### config.mk
export PLATFORM = sky130hd
export DESIGN_NAME = rgbw_lamp_ctrl
export DESIGN_NICKNAME = d
export VERILOG_FILES = /design/src/rtl/rgbw_pkg.sv /design/src/rtl/rgbw_spi_rx.sv /design/src/rtl/rgbw_lamp_ctrl.sv
export SDC_FILE = /design/constraint.sdc
export NUM_CORES = 1
export LEC_CHECK = 0
export BUFFER_PORTS_ARGS = -buffer_cell sky130_fd_sc_hd__buf_2
export CORE_MARGIN = 3
export CORE_UTILIZATION = 60
export CTS_CLUSTER_DIAMETER = 40
export DETAILED_ROUTE_END_ITERATION = 12
export PLACE_DENSITY_LB_ADDON = 0.1
export SETUP_SLACK_MARGIN = 0.2
export SYNTH_ARGS = -nofsm -noshare
export SYNTH_HDL_FRONTEND = slang
export SYNTH_HIERARCHICAL = 1
export SYNTH_SLANG_ARGS = --single-unit
### constraint.sdc
create_clock -name clk12 -period 2.61 [get_ports clk12]
set_clock_uncertainty 0.1 [all_clocks]
set_input_delay 0.6525 -clock clk12 [delete_from_list [all_inputs] [get_ports clk12]]
set_output_delay 0.6525 -clock clk12 [all_outputs]
set_load 0.005 [all_outputs]
### src/rtl/rgbw_pkg.sv
// rgbw_pkg -- shared constants and frame FSM states for the RGBW lamp driver.
// Rev 1.0
`default_nettype none

package rgbw_pkg;

  localparam logic [7:0] SYNC_BYTE    = 8'h55;
  localparam logic [7:0] TRAILER_BYTE = 8'hA4;
  localparam int         FRAME_LEN    = 8;

  localparam logic [2:0] IDX_MODE    = 3'd1;
  localparam logic [2:0] IDX_RED     = 3'd2;
  localparam logic [2:0] IDX_GREEN   = 3'd3;
  localparam logic [2:0] IDX_BLUE    = 3'd4;
  localparam logic [2:0] IDX_WHITE   = 3'd5;
  localparam logic [2:0] IDX_RSVD    = 3'd6;
  localparam logic [2:0] IDX_TRAILER = 3'd7;

  typedef enum logic [1:0] {
    IDLE    = 2'd0,
    COLLECT = 2'd1,
    CHECK   = 2'd2
  } frame_state_e;

endpackage

`default_nettype wire

### src/rtl/rgbw_spi_rx.sv
// rgbw_spi_rx -- mode-1 SPI slave byte receiver, oversampled in the clk domain.
// Rev 1.0
`default_nettype none

module rgbw_spi_rx (
  input  logic       clk_i,
  input  logic       rst_ni,
  input  logic       sck_i,
  input  logic       mosi_i,
  input  logic       cs_i,
  output logic [7:0] byte_o,
  output logic       valid_o,
  output logic       abort_o
);

  logic [1:0] sck_sync_q;
  logic [1:0] mosi_sync_q;
  logic [1:0] cs_sync_q;
  logic       sck_prev_q;
  logic [6:0] shift_q, shift_d;
  logic [2:0] bit_cnt_q, bit_cnt_d;
  logic [7:0] byte_q, byte_d;
  logic       valid_q, valid_d;
  logic       abort_q, abort_d;
  logic       sck_fall;

  // mosi and sck share the same synchronizer depth so they stay aligned
  assign sck_fall = sck_prev_q & ~sck_sync_q[1];

  always_comb begin
    shift_d   = shift_q;
    bit_cnt_d = bit_cnt_q;
    byte_d    = byte_q;
    valid_d   = 1'b0;
    abort_d   = 1'b0;
    if (cs_sync_q[1]) begin
      bit_cnt_d = 3'd0;
      abort_d   = (bit_cnt_q != 3'd0);
    end else if (sck_fall) begin
      shift_d   = {shift_q[5:0], mosi_sync_q[1]};
      bit_cnt_d = bit_cnt_q + 3'd1;
      if (bit_cnt_q == 3'd7) begin
        byte_d  = {shift_q, mosi_sync_q[1]};
        valid_d = 1'b1;
      end
    end
  end

  always_ff @(posedge clk_i or negedge rst_ni) begin
    if (!rst_ni) begin
      sck_sync_q  <= 2'b00;
      mosi_sync_q <= 2'b00;
      cs_sync_q   <= 2'b11;
      sck_prev_q  <= 1'b0;
      shift_q     <= 7'd0;
      bit_cnt_q   <= 3'd0;
      byte_q      <= 8'd0;
      valid_q     <= 1'b0;
      abort_q     <= 1'b0;
    end else begin
      sck_sync_q  <= {sck_sync_q[0], sck_i};
      mosi_sync_q <= {mosi_sync_q[0], mosi_i};
      cs_sync_q   <= {cs_sync_q[0], cs_i};
      sck_prev_q  <= sck_sync_q[1];
      shift_q     <= shift_d;
      bit_cnt_q   <= bit_cnt_d;
      byte_q      <= byte_d;
      valid_q     <= valid_d;
      abort_q     <= abort_d;
    end
  end

  assign byte_o  = byte_q;
  assign valid_o = valid_q;
  assign abort_o = abort_q;

endmodule

`default_nettype wire

### src/rtl/rgbw_lamp_ctrl.sv
// rgbw_lamp_ctrl -- SPI-framed four-channel PWM lamp driver with power enables.
// Rev 1.0
`default_nettype none

module rgbw_lamp_ctrl
  import rgbw_pkg::*;
#(
  parameter int PWM_PRESCALE = 1
) (
  input  logic clk12,
  input  logic reset,
  input  logic sck0,
  input  logic mosi,
  input  logic cs,
  output logic red_pin,
  output logic green_pin,
  output logic blue_pin,
  output logic white_pin,
  output logic red_pwr,
  output logic green_pwr,
  output logic blue_pwr,
  output logic white_pwr,
  output logic dbg
);

  localparam int PW = (PWM_PRESCALE > 1) ? $clog2(PWM_PRESCALE) : 1;

  logic [7:0]      rx_byte;
  logic            rx_valid;
  logic            rx_abort;

  frame_state_e    state_q, state_d;
  logic [2:0]      idx_q, idx_d;
  logic [6:1][7:0] stage_q, stage_d;
  logic            trailer_ok_q, trailer_ok_d;
  logic [3:0][7:0] shadow_q, shadow_d;
  logic            dbg_q, dbg_d;

  logic [PW-1:0]   presc_q;
  logic [7:0]      cnt_q;
  logic [3:0][7:0] active_q;
  logic            pwm_step;
  logic            pwm_wrap;
  logic [3:0]      pin_w;
  logic [3:0]      pwr_w;

  rgbw_spi_rx u_spi_rx (
    .clk_i   (clk12),
    .rst_ni  (reset),
    .sck_i   (sck0),
    .mosi_i  (mosi),
    .cs_i    (cs),
    .byte_o  (rx_byte),
    .valid_o (rx_valid),
    .abort_o (rx_abort)
  );

  // A byte cut short by cs drops the whole frame so a re-sent frame starts clean
  always_comb begin
    state_d      = state_q;
    idx_d        = idx_q;
    stage_d      = stage_q;
    trailer_ok_d = trailer_ok_q;
    shadow_d     = shadow_q;
    dbg_d        = 1'b0;
    case (state_q)
      IDLE: begin
        if (rx_valid && rx_byte == SYNC_BYTE) begin
          state_d = COLLECT;
          idx_d   = IDX_MODE;
        end
      end
      COLLECT: begin
        if (rx_abort) begin
          state_d = IDLE;
        end else if (rx_valid) begin
          if (idx_q == IDX_TRAILER) begin
            trailer_ok_d = (rx_byte == TRAILER_BYTE);
            state_d      = CHECK;
          end else begin
            stage_d[idx_q] = rx_byte;
            idx_d          = idx_q + 3'd1;
          end
        end
      end
      CHECK: begin
        if (trailer_ok_q) begin
          shadow_d[0] = stage_q[IDX_RED];
          shadow_d[1] = stage_q[IDX_GREEN];
          shadow_d[2] = stage_q[IDX_BLUE];
          shadow_d[3] = stage_q[IDX_WHITE];
          dbg_d       = 1'b1;
        end
        state_d = IDLE;
      end
      default: state_d = IDLE;
    endcase
  end

  always_ff @(posedge clk12 or negedge reset) begin
    if (!reset) begin
      state_q      <= IDLE;
      idx_q        <= 3'd0;
      stage_q      <= '0;
      trailer_ok_q <= 1'b0;
      shadow_q     <= '0;
      dbg_q        <= 1'b0;
    end else begin
      state_q      <= state_d;
      idx_q        <= idx_d;
      stage_q      <= stage_d;
      trailer_ok_q <= trailer_ok_d;
      shadow_q     <= shadow_d;
      dbg_q        <= dbg_d;
    end
  end

  assign pwm_step = (presc_q == PW'(PWM_PRESCALE - 1));
  assign pwm_wrap = pwm_step && (cnt_q == 8'hFF);

  // Duties change only at wrap so a PWM period never mixes old and new values
  always_ff @(posedge clk12 or negedge reset) begin
    if (!reset) begin
      presc_q  <= '0;
      cnt_q    <= 8'd0;
      active_q <= '0;
    end else begin
      presc_q <= pwm_step ? '0 : presc_q + PW'(1);
      if (pwm_step) begin
        cnt_q <= cnt_q + 8'd1;
      end
      if (pwm_wrap) begin
        active_q <= shadow_q;
      end
    end
  end

  for (genvar ch = 0; ch < 4; ch++) begin : g_channel
    assign pin_w[ch] = (cnt_q < active_q[ch]);
    assign pwr_w[ch] = (active_q[ch] != 8'd0);
  end

  assign red_pin   = pin_w[0];
  assign green_pin = pin_w[1];
  assign blue_pin  = pin_w[2];
  assign white_pin = pin_w[3];
  assign red_pwr   = pwr_w[0];
  assign green_pwr = pwr_w[1];
  assign blue_pwr  = pwr_w[2];
  assign white_pwr = pwr_w[3];
  assign dbg       = dbg_q;

endmodule

`default_nettype wire

After elaboration in Yosys (flattened, before gate mapping)
Cells that the tools add are included.
{"block": "totals", "register_bits": 155, "inputBits": 5, "elab_cells": 98, "output_inout_bits": 9}
{"block": "classes", "reduce_logical": 18, "n_addsub": 4, "mux": 22, "order_cmp": 6, "bitwise_logic": 6, "eq_ne": 13}
{"operator": "48-bit bitwise mux", "count": 1}
{"operator": "8-bit less-than comparator", "count": 4}
{"operator": "8-bit nonzero test", "count": 4}
{"operator": "8-bit demux with 3-bit select", "count": 1}
{"operator": "3-bit two-way mux", "count": 6}
{"operator": "8-bit == test, second input constant", "count": 2}
{"operator": "8-bit by 1-bit adder with 8-bit output, second input constant", "count": 1}
{"operator": "8-bit by 7-bit == test with 1-bit output, second input constant", "count": 1}
{"operator": "2-bit two-way mux", "count": 4}
{"operator": "8-bit two-way mux", "count": 1}
{"operator": "4-bit AND reduction", "count": 2}
{"operator": "1-bit two-way mux", "count": 7}
{"operator": "3-bit by 1-bit adder with 3-bit output, second input constant", "count": 2}
{"operator": "3-bit == test, second input constant", "count": 2}
{"operator": "2-bit inequality test, second input constant", "count": 3}
{"operator": "3-bit case mux with 2 select lines", "count": 1}
{"operator": "3-bit AND reduction", "count": 2}
{"operator": "1-bit inverter", "count": 5}
{"operator": "5-bit AND reduction", "count": 1}
{"operator": "3-bit by 4-bit less-than comparator with 1-bit output, second input constant", "count": 1}
{"operator": "2-bit case mux with 2 select lines", "count": 1}
{"operator": "2-bit AND reduction", "count": 2}
{"operator": "2-bit nonzero test", "count": 2}
{"operator": "3-bit by 1-bit >= comparator with 1-bit output, second input constant", "count": 1}
{"operator": "10 further kinds", "count": 12}

Longest topological paths before layout
Gate-level depths: netlist (run 1).
{"block": "logic_depth", "word_depth": 5, "ltp_mapped": 6, "mapped_depth_nobuf": 5}

Cells and area by module
The synthesis (run 1) kept the hierarchy.
{"module": "rgbw_lamp_ctrl", "area_each_um2": 5122.4, "seq_area_each_um2": 2777.7, "instances": 1, "cells_per_inst": 383}
{"module": "rgbw_spi_rx", "area_each_um2": 998.5, "seq_area_each_um2": 678.2, "instances": 1, "cells_per_inst": 60}

Worst setup path before layout (run 1)
Ideal clock, no wire load.
{"block": "synth_path", "kind": "register to register", "start": "reg idx_q[0]", "end": "reg stage_q[24] (netlist name)", "stages_incl_launch_ff": 7, "arrival_ps": 2006, "setup_slack_ps": 379, "t_required_ps": 2385, "setup_time_ps": 125, "n_path_buf": 1, "period_less_slack_ps": 2231, "cell_sequence": "dfrtp_1 > ha_1 > ha_1 > or2_4 > or4_4 > buf_6 > mux2_4"}
{"block": "synth_via", "elab_chain_len": 5, "elab_cells_between_ends": 9, "cone_classes": "order compare: 2; eq/ne: 1; mux: 3; bitwise: 1; reduce/logical: 2"}
{"element": "from (decl)", "line": "rgbw_lamp_ctrl.sv:33", "text": "logic [2:0] idx_q, idx_d;"}
{"element": "from (signal assigned)", "line": "rgbw_lamp_ctrl.sv:110", "text": "idx_q <= idx_d;"}
{"element": "3-bit by 4-bit less-than comparator with 1-bit output (implied by the code) / 3-bit by 1-bit >= comparator with 1-bit output (equally long branches)", "line": "rgbw_lamp_ctrl.sv:81", "text": "stage_d[idx_q] = rx_byte;"}
{"element": "1-bit logical AND (implied by the code)", "line": "rgbw_lamp_ctrl.sv:81"}
{"element": "8-bit two-way mux (implied by the code)", "line": "rgbw_lamp_ctrl.sv:81"}
{"element": "8-bit demux with 3-bit select", "line": "rgbw_lamp_ctrl.sv:81"}
{"element": "48-bit bitwise mux", "line": "rgbw_lamp_ctrl.sv:81"}
{"element": "to (signal assigned)", "line": "rgbw_lamp_ctrl.sv:111", "text": "stage_q <= stage_d;"}
{"element": "to (decl)", "line": "rgbw_lamp_ctrl.sv:34", "text": "logic [6:1][7:0] stage_q, stage_d;"}
Parallel ways exist; a longest one is shown, timed or not.
A chain may end at the register's enable or synchronous reset.

Worst setup path after layout (run 1)
{"block": "layout_path", "start": "reg cnt_q[5]", "end": "out blue_pin"}
{"block": "layout_via", "elab_chain_len": 1}
{"element": "from (decl)", "line": "rgbw_lamp_ctrl.sv:40", "text": "logic [7:0] cnt_q;"}
{"element": "from (signal assigned)", "line": "rgbw_lamp_ctrl.sv:130", "text": "cnt_q <= cnt_q + 8'd1;"}
{"element": "8-bit less-than comparator", "line": "rgbw_lamp_ctrl.sv:139", "text": "assign pin_w[ch] = (cnt_q < active_q[ch]);"}
{"element": "to (decl)", "line": "rgbw_lamp_ctrl.sv:17", "text": "output logic blue_pin,"}
No other way between the ends.

==> summary.md, run 1 <==
| Metric | Value |
|---|---|
| Status | finished with violations |
| Failing checks | negative setup slack |
| Fin crit share | 101.8% |
| Minimum clock period | 2.657 ns |
| Most frequent cells in the layout | dfrtp_1, mux2_2, inv_1 |
| Detailed-route wire length | 11,040 um |
| Req. time, crit path | 1.86 ns |
| Mapped Area | 6121 um2 |
| TritonCTS Sinks | 138 |
| Remaining antenna violation count | 0 |
| Syn Inst Count | 443 |
| Cell Chain, Critical Path | ha_1 -> a21oi_1 -> o21ai_0 -> a31oi_1 -> buf_2 |
| Core Region | 9864 um2 |
| Register area share after synthesis | 56.46% |
| Synthesized Nets | 482 |
| EDFF count, synth | 0 |
| Initial antenna violation count | 0 |
| Ant diodes | 0 |
| Total CTS buffers | 17 |
| Family with the most delay on the worst path | flip-flops |
| Synth Register Bits | 138 |
| Worst Path Max Fanout | 7 |
| Final setup fails | 3 |
| Remaining Overflow, GRT | 0 |
| Largest cells by area after synthesis | dfrtp_1, mux2_2, ha_1 |
| DRT iter0 DRCs | 238 |
| Slew Viols, Final | 0 |
| Die Footprint | 11,450 um2 |
| Setup CP Type | reg -> out |
| TritonCTS clock tree | yes |
| Average size of a mapped cell | 13.82 um2 |
| Final #Nets | 514 |
| Worst slew pin tran | 0.7027 ns |
| Row count | 36 |
| GR Util All Layers | 21.61% |
| Final Hold Viols | 0 |
| Critical path's largest stage delay | 0.50 ns |
| Cell area after layout | 7039 um2 |
| Power per cell area | 649.9 nW/um2 |
| Final worst slack | -0.04704 ns |
| IR Drop Worst-Case VDD | 0.0005722 V |
| Placed Area | 6355 um2 |
| Area delta synth->final | 15.00% |
| Critical Path Source Type | flop |
| Ratio of cells with drive above 1 in the final layout | 39.14% |
| Detailed-route via count | 3,521 |
| Async S/R FF share, synth | 100.0% |
| Cell taking the most area after synthesis | dfrtp_1 |
| Pre-CTS WS | 0.3051 ns |
| RSZ-0062 raised after global routing | true |
| Clk root buf | clkbuf_8 |
| Crit path buffers/inverters | 1 |
| Rel. slew slack | 52.95% |
| Later-pin clock latency in the skew report | 0.52 ns |
| Die Y | 107 um |
| MaxCap Viol Count | 0 |
| Total power | 0.004575 W |
| Largest net degree at the start of global routing | 49 |
| PortBufs | 13 |
| GPL Wtd Cong | 0.7709 |
| Die W | 107 um |
| DRC | 0 |
| H-tree Lvls | 4 |
| Synth unique cells | 39 |
| Reg2reg setup slack | 0.28 ns |
| Main flop type after synthesis | dfrtp_1 |
| Initial Util | 62.05% |
| Max Clk Rate | 0.3764 GHz |
| IO Pins | 14 |
| Max Root-Sink Buffers | 2 |
| HP Class | in -> reg |
| Most common cell after layout, fill and taps aside | dfrtp_1 |
| Lkg Pwr | 3.506 nW |
| Post-DP HPWL | 7444 um |
| Wire per inst | 17.78 um |
| Clock slew at reported path FFs | 0.06 ns |
| Synth top area share | 55.60% |
| Synth warn | 6 |
| Post-route core utilization | 71.36% |
| Vias per cell | 5.670 |
| First drt pass iteration count | 7 |
| Final setup TNS | -0.08027 ns |
| CP Capture Type | output port |
| Vias in the first global route | 3,627 |
| First-pass GRT wire length | 19,000 um |
| Worst-path cell with the longest stage delay | dfrtp_2 |
| Arr. time, crit path | 1.90 ns |
==> per-stage QoR <==
stage / std cells / hold slack [ns]
after global placement: 584 / 0.2362
after detailed placement: 584 / 0.2413
final: 621 / 0.1299
after global routing: 621 / 0.1054
after CTS: 619 / 0.09926
after floorplan: 443 / 0.2312
==> timing repair <==
item / in CTS / in global routing
pin swaps: 8 / 0
buffers inserted: 2 / 2
resized for setup: 14 / 3
endpoints found under the hold margin: 44 / 0
hold buffers: 1 / 0
endpoints found under the setup margin: 4 / 4
==> where the power goes <==
part	total, W	internal [W]	switching (W)
Clock	0.00223	0.00132	0.000914
Sequential	0.00223	0.00219	0.0000353
Combinational	0.000114	0.0000516	0.0000619
==> worst paths after layout <==
check                                             from  depth (start not counted)                     end
worst min register to register  u_spi_rx/sck_sync_q[0]                          0  u_spi_rx/sck_sync_q[1]
worst max-delay path                          cnt_q[5]                          5                blue_pin
min in group asynchronous                        reset                          2                cnt_q[7]
worst max register to register                idx_q[0]                          5             stage_q[24]
max in group asynchronous                        reset                          3            active_q[10]
worst min-delay path                                cs                          1   u_spi_rx/cs_sync_q[0]
==> flip-flops by register name (all words and copies together) (netlist names) <==
signal / count
u_spi_rx/bit_cnt_q: 3
u_spi_rx/sck_sync_q: 2
state_q: 2
cnt_q: 8
u_spi_rx/cs_sync_q: 2
u_spi_rx/mosi_sync_q: 2
idx_q: 3
trailer_ok_q: 1
u_spi_rx/byte_o: 8
u_spi_rx/sck_prev_q: 1
stage_q: 32
dbg: 1
active_q: 32
u_spi_rx/shift_q: 7
u_spi_rx/valid_o: 1
u_spi_rx/abort_o: 1
shadow_q: 32
==> cells in the mapped netlist (5+ instances only) <==
cell,number
xnor2_1,5
ha_1,34
mux2_4,16
inv_1,34
nand2_1,18
dfrtp_1,136
nand2b_1,9
o21ai_0,10
nor4_1,8
nor2_1,8
a21oi_1,11
mux2_2,96
==> final cells by class <==
type	count	area, um2
Tap cell	133	166.4
Clock buffer	19	441.7
Timing Repair Buffer	23	173.9
Clock inverter	13	118.9
Inverter	34	127.6
Fill cell	656	2825
Multi-Input combinational cell	261	2546
Sequential cell	138	3465
==> cell families (layout without fill, tap and decap cells) <==
family / Yosys count / after routing / share of synthesized area, %
adder cells (fa/ha/maj): 34 / 34 / 6.950
AND/OR/NAND/NOR: 74 / 74 / 7.155
buffers and inverters: 44 / 89 / 3.250
flip-flops: 138 / 138 / 56.46
AO/OA/AOI/OAI: 32 / 32 / 3.270
multiplexers: 114 / 114 / 21.91
XOR/XNOR: 7 / 7 / 1.002
==> layer usage <==
metal	vias up	track usage [%]	part of all wire, %
met5	-	0	0
met3	16	5.479	3.1
met2	46	32.64	47
met1	1813	30.70	49
met4	0	7.671	1.4
li1	1646	-	-
Power figures use the tool's default switching activity.
==> inputs of run 2 (changes only) <==
- BUFFER_PORTS_ARGS: -buffer_cell sky130_fd_sc_hd__buf_2 -> default
- DONT_BUFFER_PORTS: default -> 1
- SKIP_CTS_REPAIR_TIMING: default -> 1
==> run 2 against run 1 <==
  * The run ends with negative hold slack, negative setup slack left
  * Setup slack better by 0.038 ns
  * Non-clock buffer count is 14 lower
  * Total power is 3.4% lower
  * Worst hold slack worse by 0.40 ns
  * Die area stayed put
  * Critical path type unchanged
  * Highest routed layer unchanged
==> summary.md, run 2 (synthesis results as in run 1) <==
| Metric | Value |
|---|---|
| Status | finished with violations |
| Failing checks | negative hold slack, negative setup slack |
| Rel. slew slack | 56.54% (+3.6 points) |
| Reg2Reg Capture Point | stage_q[33] |
| Worst slew pin tran | 0.6490 ns (-0.05365 ns) |
| Gate power share | 1.4% (-1.1 points) |
| CP Capture Type | output port |
| Pre-CTS WS | 0.2883 ns (-0.01680 ns) |
| TritonCTS Sinks | 138 (unchanged) |
| RSZ-0062 raised after global routing | true |
| Fin Hold WS | -0.2726 ns (-0.4025 ns) |
| Clk network pwr share | 48.1% (-0.7 points) |
| Final worst slack | -0.009363 ns (+0.03768 ns) |
| Later-pin clock latency in the skew report | 0.52 ns (about the same) |
| HP Class | in -> async |
| Critical Path End | blue_pin |
| Post-DP HPWL | 7234 um (-2.8%) |
| CP Launch Point | cnt_q[1] |
| Core Region | 9864 um2 (unchanged) |
| Most common cell after layout, fill and taps aside | dfrtp_1 |
| Vias per cell | 5.683 (+0.23%) |
| Largest net degree at the start of global routing | 139 (+180%) |
| DRT iter0 DRCs | 192 (-19%) |
| Most frequent cells in the layout | dfrtp_1, mux2_2, inv_1 |
| TritonCTS clock tree | yes |
| Remaining Overflow, GRT | 0 (unchanged) |
| Area delta synth->final | 12.82% |
| Req. time, crit path | 1.86 ns (about the same) |
| Die Footprint | 11,450 um2 (unchanged) |
| Remaining antenna violation count | 0 (unchanged) |
| Max Clk Rate | 0.3818 GHz (+1.4%) |
| Psw | 0.0009022 W (-11%) |
| Fin crit share | 100.4% (-1.4 points) |
| DRC | 0 (unchanged) |
| GR Util All Layers | 21.44% (-0.17 points) |
| Worst Path Max Fanout | 2 (-5) |
| PortBufs | 0 (-13) |
| Critical Path Source Type | flop |
| Ant diodes | 0 (unchanged) |
| Power per cell area | 639.7 nW/um2 (-1.6%) |
| H-tree Lvls | 4 (unchanged) |
| Sequential power share | 50.4% (+1.7 points) |
| IO Pins | 14 (unchanged) |
| Regs by FF count | active_q: 32 flops, shadow_q: 32 flops, stage_q: 32 flops |
| Final Hold Viols | 138 (+138) |
| Initial Util | 62.05% (unchanged) |
| Arr. time, crit path | 1.87 ns (-0.03 ns) |
| IR Drop Worst-Case VDD | 0.0005392 V (-5.8%) |
| Wire per inst | 17.98 um (+1.1%) |
| Detailed-route wire length | 10,900 um (-1.3%) |
| First-pass GRT wire length | 18,690 um (-1.6%) |
| Detailed-route via count | 3,444 (-2.2%) |
| MaxCap Viol Count | 0 (unchanged) |
| Die W | 107 um (unchanged) |
| Origin of the critical flop-to-flop path | idx_q[0] |
| Max Root-Sink Buffers | 2 (unchanged) |
| Clock slew at reported path FFs | 0.06 ns (about the same) |
| Minimum clock period | 2.619 ns (-0.03768 ns) |
| Row count | 36 (unchanged) |
| Slew Viols, Final | 0 (unchanged) |
| Final #Nets | 500 (-2.7%) |
| Sw frac | 20.43% (-1.7 points) |
| Vias in the first global route | 3,708 (+2.2%) |
| Filler cells | 654 (-0.30%) |
| Initial antenna violation count | 0 (unchanged) |
| Worst-case reg-to-reg path depth | 5 (unchanged) |
| Clk root buf | clkbuf_8 |
| GPL Wtd Cong | 0.8011 (+3.9%) |
| Placed instance count | 569 (-2.6%) |
| Final setup fails | 2 (-1) |
| Cell Int Power | 0.003515 W (-1.4%) |
| Total CTS buffers | 17 (unchanged) |
| Die Y | 107 um (unchanged) |
| Lkg Pwr | 3.416 nW (-2.6%) |
| Post-Layout Cell Count | 606 (-2.4%) |
| First drt pass iteration count | 4 (-3) |
| Reg2reg setup slack | 0.37 ns (+0.09 ns) |
| Setup CP Type | reg -> out |
| Ratio of cells with drive above 1 in the final layout | 35.73% (-3.4 points) |
## run 2: cell types whose count changed in the layout (fill, tap and decap cells not counted), moves of 2 or more
cell,delta
buf_2,-12
dfrtp_1,+3
dfrtp_2,-3
a31oi_1,-2
a31oi_2,+2
clkbuf_1,+2
ha_1,+2
ha_4,-2
inv_1,+2
inv_2,-2
inv_6,-2
## run 2: area by class of cell
type	count	area (um2)	area share, %
Sequential cell	138	3461	50.12
Multi-Input combinational cell	261	2534	36.69
Inverter	34	127.6	1.848
Clock buffer	20	435.4	6.305
Timing Repair Buffer	9	82.58	1.196
Tap cell	133	166.4	2.410
Clock inverter	11	98.84	1.431
## run 2: per-layer routing
layer	vias up	routed length (um)	track usage (%)
li1	1614	-	-
met5	-	0	0
met4	0	232	8.676
met3	21	269	5.479
met1	1766	5191	28.68
met2	43	5203	33.72
## run 2: power groups by stage
stage / registers, W / clock network [W] / logic, W
finish: 0.00223 / 0.00213 / 0.0000626
global route: 0.00224 / 0.00227 / 0.0000703
CTS: 0.00223 / 0.00219 / 0.0000627
detailed placement: 0.00227 / 0 / 0.0000627
global placement: 0.00226 / 0 / 0.0000599
floorplan: 0.00225 / 0 / 0.0000571
## run 2: worst min path at each step
stage          cells after the start                      end  slack, ns
2_1_floorplan                      0  u_spi_rx/mosi_sync_q[1]       0.23
3_3_place_gp                       0  u_spi_rx/mosi_sync_q[1]       0.23
3_5_place_dp                       0  u_spi_rx/mosi_sync_q[1]       0.24
4_1_cts                            0             active_q[30]      -0.30
5_1_grt                            0             active_q[30]      -0.31
6_report                           0             active_q[30]      -0.27
## run 2: worst max-delay path, cell delays in order, from the launching register on
cell and delay, ns:
dfrtp_2 0.42, buf_4 0.16, ha_4 0.22, a2111o_1 0.37, a31oi_2 0.18
## run 2: through the flow
step	instance area, um2	utilization (%)	TNS [ns]	hold WS, ns	power (W)
3_3_place_gp	6243	63.29	0	0.2347	0.002324
4_1_cts	6778	68.71	-0.4341	-0.2987	0.004481
2_1_floorplan	6121	-	0	0.2312	0.002312
3_5_place_dp	6243	63.29	0	0.2419	0.002328
6_report	6905	70.00	-0.01300	-0.2726	0.004417
5_1_grt	6905	70.00	-0.2697	-0.3053	0.004576
